===== src/rtl/shared_reg_arbiter_pkg.sv =====
// Shared types and helpers for the round-robin shared-register write arbiter.
package shared_reg_arbiter_pkg;

    // Encoding 2'd3 is unused and recovers to ST_IDLE.
    typedef enum logic [1:0] {
        ST_IDLE  = 2'd0,
        ST_WRITE = 2'd1,
        ST_ACK   = 2'd2
    } state_t;

    // Round-robin pointer width: clog2(n), never less than one bit.
    function automatic int unsigned ptr_width(input int unsigned n);
        return (n > 1) ? $clog2(n) : 1;
    endfunction

endpackage


===== src/rtl/dflipflop_en.sv =====
// Single-bit storage cell with load enable and no reset.
module dflipflop_en (
    input  logic clk,
    input  logic en,
    input  logic d,
    output logic q
);

    always_ff @(posedge clk) begin
        if (en) begin
            q <= d;
        end
    end

endmodule


===== src/rtl/shared_reg_arbiter_rr_pick.sv =====
// Combinational round-robin pick: first set request at or above ptr, wrapping.
module rr_pick #(
    parameter int unsigned N_REQ = 4,
    parameter int unsigned PTR_W = 2
) (
    input  logic [N_REQ-1:0] req,
    input  logic [PTR_W-1:0] ptr,
    output logic [N_REQ-1:0] onehot,
    output logic [PTR_W-1:0] idx,
    output logic             valid
);

    logic [PTR_W-1:0] j;

    always_comb begin
        onehot = '0;
        idx    = '0;
        valid  = 1'b0;
        j      = '0;
        for (int unsigned k = 0; k < N_REQ; k++) begin
            j = PTR_W'((32'(ptr) + k) % N_REQ);
            if (!valid && req[j]) begin
                valid     = 1'b1;
                onehot[j] = 1'b1;
                idx       = j;
            end
        end
    end

endmodule


===== src/rtl/shared_reg_arbiter.sv =====
// Round-robin req/ack write arbiter in front of one shared WIDTH-bit register.
module shared_reg_arbiter
    import shared_reg_arbiter_pkg::*;
#(
    parameter int unsigned N_REQ = 4,
    parameter int unsigned WIDTH = 8
) (
    input  logic                   clk,
    input  logic                   reset,
    input  logic [N_REQ-1:0]       req,
    input  logic [N_REQ*WIDTH-1:0] wdata,
    output logic [N_REQ-1:0]       grant,
    output logic [N_REQ-1:0]       ack,
    output logic [WIDTH-1:0]       q,
    output logic                   busy
);

    localparam int unsigned PTR_W = ptr_width(N_REQ);

    state_t           state;
    state_t           state_nx;
    logic [PTR_W-1:0] rr_ptr;
    logic [PTR_W-1:0] rr_ptr_nx;
    logic [PTR_W-1:0] win;
    logic [PTR_W-1:0] win_nx;
    logic [PTR_W-1:0] pick_idx;
    logic [N_REQ-1:0] pick_onehot;
    logic             pick_valid;
    logic [N_REQ-1:0] grant_nx;
    logic [N_REQ-1:0] ack_nx;
    logic             busy_nx;
    logic             st_en;
    logic [WIDTH-1:0] st_d;
    logic [WIDTH-1:0] sel_data;

    rr_pick #(
        .N_REQ (N_REQ),
        .PTR_W (PTR_W)
    ) u_rr_pick (
        .req    (req),
        .ptr    (rr_ptr),
        .onehot (pick_onehot),
        .idx    (pick_idx),
        .valid  (pick_valid)
    );

    // State register
    always_ff @(posedge clk) begin
        if (reset) begin
            state <= ST_IDLE;
        end else begin
            state <= state_nx;
        end
    end

    // Next-state logic
    always_comb begin
        state_nx = ST_IDLE;
        case (state)
            ST_IDLE:  state_nx = pick_valid ? ST_WRITE : ST_IDLE;
            ST_WRITE: state_nx = ST_ACK;
            ST_ACK:   state_nx = ST_IDLE;
            default:  state_nx = ST_IDLE;
        endcase
    end

    // Winner data select, driven from the latched winner index
    always_comb begin
        sel_data = '0;
        for (int unsigned i = 0; i < N_REQ; i++) begin
            if (win == PTR_W'(i)) begin
                sel_data = wdata[i*WIDTH +: WIDTH];
            end
        end
    end

    // Output logic: next values of the registered outputs plus storage controls
    always_comb begin
        grant_nx  = '0;
        ack_nx    = '0;
        win_nx    = win;
        rr_ptr_nx = rr_ptr;
        st_en     = 1'b0;
        st_d      = sel_data;
        busy_nx   = (state_nx != ST_IDLE);
        case (state)
            ST_IDLE: begin
                if (pick_valid) begin
                    grant_nx = pick_onehot;
                    win_nx   = pick_idx;
                end
            end
            ST_WRITE: begin
                grant_nx = grant;
                ack_nx   = grant;
                st_en    = 1'b1;
            end
            ST_ACK: begin
                rr_ptr_nx = (32'(win) == N_REQ - 1) ? '0 : win + PTR_W'(1);
            end
            default: ;
        endcase
        // Storage has no reset of its own; clear it through the load path.
        if (reset) begin
            st_en = 1'b1;
            st_d  = '0;
        end
    end

    always_ff @(posedge clk) begin
        if (reset) begin
            grant  <= '0;
            ack    <= '0;
            busy   <= 1'b0;
            rr_ptr <= '0;
            win    <= '0;
        end else begin
            grant  <= grant_nx;
            ack    <= ack_nx;
            busy   <= busy_nx;
            rr_ptr <= rr_ptr_nx;
            win    <= win_nx;
        end
    end

    for (genvar b = 0; b < WIDTH; b++) begin : g_store
        dflipflop_en u_bit (
            .clk (clk),
            .en  (st_en),
            .d   (st_d[b]),
            .q   (q[b])
        );
    end

endmodule


===== config.mk =====
export PLATFORM = sky130hd
export DESIGN_NAME = shared_reg_arbiter
export DESIGN_NICKNAME = d
export VERILOG_FILES = /design/src/rtl/shared_reg_arbiter_pkg.sv /design/src/rtl/dflipflop_en.sv /design/src/rtl/shared_reg_arbiter_rr_pick.sv /design/src/rtl/shared_reg_arbiter.sv
export SDC_FILE = /design/constraint.sdc
export NUM_CORES = 1
export LEC_CHECK = 0
export ABC_AREA = 1
export CAP_MARGIN = 20
export CORE_MARGIN = 2
export CORE_UTILIZATION = 41
export CTS_CLUSTER_SIZE = 25
export DETAILED_ROUTE_END_ITERATION = 8
export GPL_ROUTABILITY_DRIVEN = 0
export GPL_TIMING_DRIVEN = 0
export HOLD_SLACK_MARGIN = 0.08
export PLACE_DENSITY = 0.78
export RECOVER_POWER = 25
export SLEW_MARGIN = 30
export SYNTH_ARGS = -nofsm -noshare
export SYNTH_HDL_FRONTEND = slang
export SYNTH_SLANG_ARGS = --single-unit

===== constraint.sdc =====
create_clock -name clk -period 1.75 [get_ports clk]
set_clock_uncertainty 0.1 [all_clocks]
set_input_delay 0.35 -clock clk [delete_from_list [all_inputs] [get_ports clk]]
set_output_delay 0.35 -clock clk [all_outputs]
set_load 0.005 [all_outputs]

== After elaboration in Yosys (flattened, before gate mapping) ==
Index checks and enable logic that the tools add are counted.

* Bits in registers: 23
* Input port bits: 38
* Output and inout port bits: 17
* Word-level logic and storage cells: 89

* $add $sub $neg: 4
* Magnitude comparators: 8
* Equal/unequal tests: 5
* Mux-type cells: 39
* Bitwise gates (word level): 4
* Reduce and logical (&&, ||, !) cells: 15

{| class="wikitable"
|+ Operators by type and width
! kind !! number
|-
| 8-bit two-way mux || 4
|-
| 4-bit two-way mux || 5
|-
| 1-bit two-way mux || 15
|-
| 2-bit by 3-bit < comparator with 1-bit output (second input constant) || 4
|-
| 4-bit OR || 3
|-
| 2-bit two-way mux || 5
|-
| 1-bit binary-select mux with 2-bit select || 4
|-
| 1-bit demux with 2-bit select || 4
|-
| 2-bit by 1-bit >= comparator with 1-bit output (second input constant) || 4
|-
| 4-bit case mux with 2 select lines || 1
|-
| 1-bit logical AND || 7
|-
| 2-bit equality test (second input constant) || 3
|-
| 2-bit by 1-bit adder with 2-bit output (second input constant) || 2
|-
| 2-bit adder (second input constant) || 2
|-
| 2-bit by 1-bit equality test with 1-bit output (second input constant) || 2
|-
| 2-bit logical NOT || 2
|-
| 2-bit case mux with 2 select lines || 1
|-
| 1-bit logical NOT || 3
|-
| 2-bit AND reduction || 1
|-
| 2-bit nonzero test || 1
|-
| 2-bit OR reduction || 1
|-
| 1-bit NOT || 1
|}

== Longest topological paths before layout ==
Gate-level depths: netlist of run 1.

* Depth in word-level cells: 15
* Mapped depth: 13
* Gate-level depth less buffers: 12

== Cells and area by module ==
Synthesis of run 1 repeated with hierarchy kept, for this count alone.

* Cells, all modules: 216
* Area total of the unflattened synthesis: 1542.7 sq um

{| class="wikitable"
|+ By module, submodules not included
! module !! times used !! cells an instance !! area each (sq um) !! sequential area each (sq um)
|-
| shared_reg_arbiter || 1 || 134 || 862.1 || 300.3
|-
| rr_pick || 1 || 74 || 440.4 || 0.0
|-
| dflipflop_en || 8 || 1 || 30.0 || 30.0
|}

== Worst setup path before layout of run 1 ==
Ideal clock, no wire load.

* Path kind: register to register
* Start point: reg rr_ptr[0]
* End point: reg win[0]
* Library setup time: 0.109 ns
* Arrival: 1.639 ns
* Required time: 1.541 ns
* Setup slack: -0.097 ns
* Stages on the path, launching flop included: 14
* Buffers on the path: 1
* Clock period less this slack: 1.847 ns
* Path through: dfxtp_1 -> buf_6 -> inv_8 -> ha_1 -> inv_1 -> nand3_1 -> nand2_2 -> inv_1 -> nand3_4 -> nand2_4 -> inv_2 -> nand3_2 -> nand2_1 -> inv_1

* Cells in the longest elaborated chain, start to end: 13
* Elaborated cells between the ends (all ways): 26
* Those cells by class: add/sub: 3; mux: 16; reduce/logical: 7

{| class="wikitable"
|+ RTL lines
! what !! line !! source
|-
| start: declaration || shared_reg_arbiter.sv:22 || <nowiki>logic [PTR_W-1:0] rr_ptr;</nowiki>
|-
| start signal: assignment || shared_reg_arbiter.sv:121 || <nowiki>rr_ptr <= rr_ptr_nx;</nowiki>
|-
| parallel branches: the longest is 13 deep, another holds 2-bit by 1-bit adder with 2-bit output || - ||
|-
| end signal: assignment || shared_reg_arbiter.sv:122 || <nowiki>win <= win_nx;</nowiki>
|-
| end: declaration || shared_reg_arbiter.sv:24 || <nowiki>logic [PTR_W-1:0] win;</nowiki>
|}

Parallel ways; which one is timed is not known. The select of a mux whose other input is x is not followed.
A chain may end at the register's enable or synchronous reset.

== Worst setup path after layout of run 1 ==
* Start point: reg rr_ptr[0]
* End point: reg win[1]

Same word-level chain as after synthesis.

==> impl_metrics.toml, run 1 <==
[timing]
period_share_pct = 99.5
drv_slew = 0
rsz0062_at_grt = "yes"
clock.fmax_mhz = 574
setup_viol = 0
tightest_slew_ps = 384
finalCriticalPeriod_ps = 1740
hold_viol_final = 0
slew_headroom_pct = 74.4
layout_setup_ws_ps = 8.75
hold_slack_ps = 358

[status]
status = "finished clean"

[grt]
antenna_found_initial = 0
grt_use_total_pct = 18.3
grt_start_max_net_pins = 14
grt_pass1_vias = 1490
grt_overflow_total = 0
grt_first_pass_wirelength_mm = 6.34

[clocking]
htree_levels = 1
cts_root_buffer = "clkbuf_8"
cts_buffers = 3
cts.path.max_buffers = 2
clock_latency_ps = 260
clk_pin_slew_worst_paths_ps = 80
cts_hold_buf = 0
cts_tree = "done"
clock_sinks = 23

[detailed_routing]
met2_wirelength_mm = 2.05
m1WireLength_mm = 1.71
wl_met3_um = 255
detail-route-antenna-nets = 0
highest_layer = "met4"
vias = 1619
dr.pass1.iters = 4
wl_per_cell_um = 12.1
drc_errors = 0
drt_iter0_drc = 100
vias_per_cell = 4.86
wl_mm = 4.04

[logic_synthesis]
synth_xor_area_share_pct = 0
synthSimpleGateAreaFrac_pct = 31.9
synth_adder_area_share_pct = 8.57
ys_types = 23
ys_seq_area_share_pct = 33.7
ys_ff_latch = 23
syn_area_um2 = 1610
synth_compound_area_share_pct = 14.2
synth_top_family_by_area = "simple AND/OR/NAND/NOR gates"
synthMuxAreaShare_pct = 0
synthCells = 217
yosysWarningCount = 0
avgSynthCellArea_um2 = 7.40
syn_nets = 266

[placement]
io_buffers = 54
dp.cells = 319
dp_hpwl_mm = 2.86
preCtsSetupSlack_ps = -298

[pwr]
max-vdd-ir-drop_v = 0.000442
leakagePower_uw = 0.00111
power_density_nw_per_um2 = 860

[critical_path]
r2r_start = "rr_ptr[0]$_SDFFE_PP0N_"
r2r-end = "win[1]$_SDFFE_PP0P_"
crit_family = "simple AND/OR/NAND/NOR gates"
worst-endpoint-required_ps = 1820
cpMaxStageDelayCell = "dfxtp_4"
rrSetupSlack_ps = 9
cp_cell_sequence = "clkinv_8 > ha_4 > nand3_1 > nand2_4 > nor2_8 > nand3_4 > nand2_4 > buf_4 > nor2_1 > nor2_1"
critical_path_class = "flip-flop to flip-flop"
rr_worst_depth = 10
end_kind = "flip-flop"
path_max_fanout = 7
max_stage_delay_ps = 400
cp-start-kind = "flip-flop"
crit_buf_inv = 2
arrival_ps = 1810

[floorplanning]
die_x_um = 66.6
ios = 55
core_area_um2 = 3720
rows = 22
start_util_pct = 43.2
die_h_um = 66.6
dieArea_um2 = 4430

[cells_and_area]
antenna_cells = 0
area_growth_pct = 50.7
fin_nets = 335
layout-drive-gt1-share_pct = 20.7
fin_cells = 333

[run]
cap_violations = 0

[worst_hold_path]
hold_class = "flip-flop to flip-flop"
min_path_cells = 2
hp-start = "grant[1]$_SDFFE_PP0N_"
hold_path_end = "ack[1]$_SDFF_PP0_"
[sequential cells by signal, indices dropped and copies added (netlist names)]
register	flops
ack	4
rr_ptr	2
win	2
busy	1
g_store.u_bit.q	8
state	2
grant	4
[cell type report]
type | instances | area, µm²
inverters | 24 | 110
repair buffers | 68 | 652
clock inverters | 1 | 5.00
clock buffers | 3 | 41.3
multi-input cells | 156 | 932
fillers | 325 | 1300
plain buffers | 10 | 71.3
well taps | 48 | 60.1
flip-flops and latches | 23 | 548
[what timing repair did]
item | 4_1_cts | 5_1_grt
buffers inserted | 4 | 10
pin swaps | 1 | 10
resized for setup | 10 | 14
setup endpoints to repair | 24 | 22
[worst max-delay path by stage]
stage	cells past startpoint	start	end	slack (ps)
2_1_floorplan	11	rr_ptr[1]$_SDFFE_PP0N_	win[0]$_SDFFE_PP0P_	40
3_3_place_gp	4	reset	g_store[3].u_bit.q$_SDFFCE_PP0P_	-300
3_5_place_dp	4	reset	g_store[3].u_bit.q$_SDFFCE_PP0P_	-300
4_1_cts	11	rr_ptr[0]$_SDFFE_PP0N_	grant[1]$_SDFFE_PP0N_	4
5_1_grt	11	req[2]	grant[1]$_SDFFE_PP0N_	-70
6_report	10	rr_ptr[0]$_SDFFE_PP0N_	win[1]$_SDFFE_PP0P_	9
[Yosys cell counts, drive strengths merged]
cell type	n	area, µm²
nand2	64	278
edfxtp	8	240
a211oi	1	7.51
dfxtp	15	300
inv	24	97.6
clkbuf	5	18.8
nand3	26	153
nand4	2	12.5
a21boi	4	30.0
ha	11	138
buf	9	71.3
nor2	10	68.8
a21oi	28	140
o21ai	10	50.1
[stage by stage]
step           utilization [%]  setup TNS (ps)  area [µm²]  power [µW]
2_1_floorplan                -               0        1620        1290
3_3_place_gp              59.7           -5800        2220        1610
3_5_place_dp              59.7           -5790        2220        1630
4_1_cts                   62.0               0        2300        1990
5_1_grt                   65.1            -414        2420        2230
6_report                  65.1               0        2420        2080
[cells in the final DEF (no fill, tap or decap), types with 8 or more instances in the layout]
cell type | synthesis | routed
a21oi_1 | 28 | 28
nand3_1 | 23 | 21
dfxtp_1 | 15 | 13
buf_4 | 8 | 21
edfxtp_1 | 8 | 8
o21ai_0 | 10 | 10
nand2_1 | 57 | 54
ha_1 | 11 | 8
inv_1 | 20 | 17
clkdlybuf4s50_1 | 0 | 51
[worst min-delay path: stages (launching register included)]
cell,delay [ps]
dfxtp_1,310
nand2_1,70
inv_1,40
[layer usage]
metal	global-route usage (%)	vias to the layer above
met5	0	-
met2	33.1	53
met3	5.07	2
met1	21.4	720
li1	-	844
met4	3.83	0
[where the power goes]
group          leakage [µW]  switching [µW]  internal (µW)
Combinational      0.000872             533            527
Clock             0.0000255             169            159
Sequential         0.000209            38.2            654
Total               0.00111             740           1340
[logic make-up after synthesis]
| kind of cell | count (synthesis) |
|---|---|
| simple gates | 102 |
| compound gates | 43 |
| fa+ha+maj | 11 |
| buf+inv | 38 |
| flops | 23 |
No activity file was read; power rests on OpenSTA's default activity.
==> run 2, diff against run 1 <==
Settings changed: SLEW_MARGIN 30 to 20.
==> results of run 2 <==
No change in the layout: final DEF, timing and power equal those of run 1.
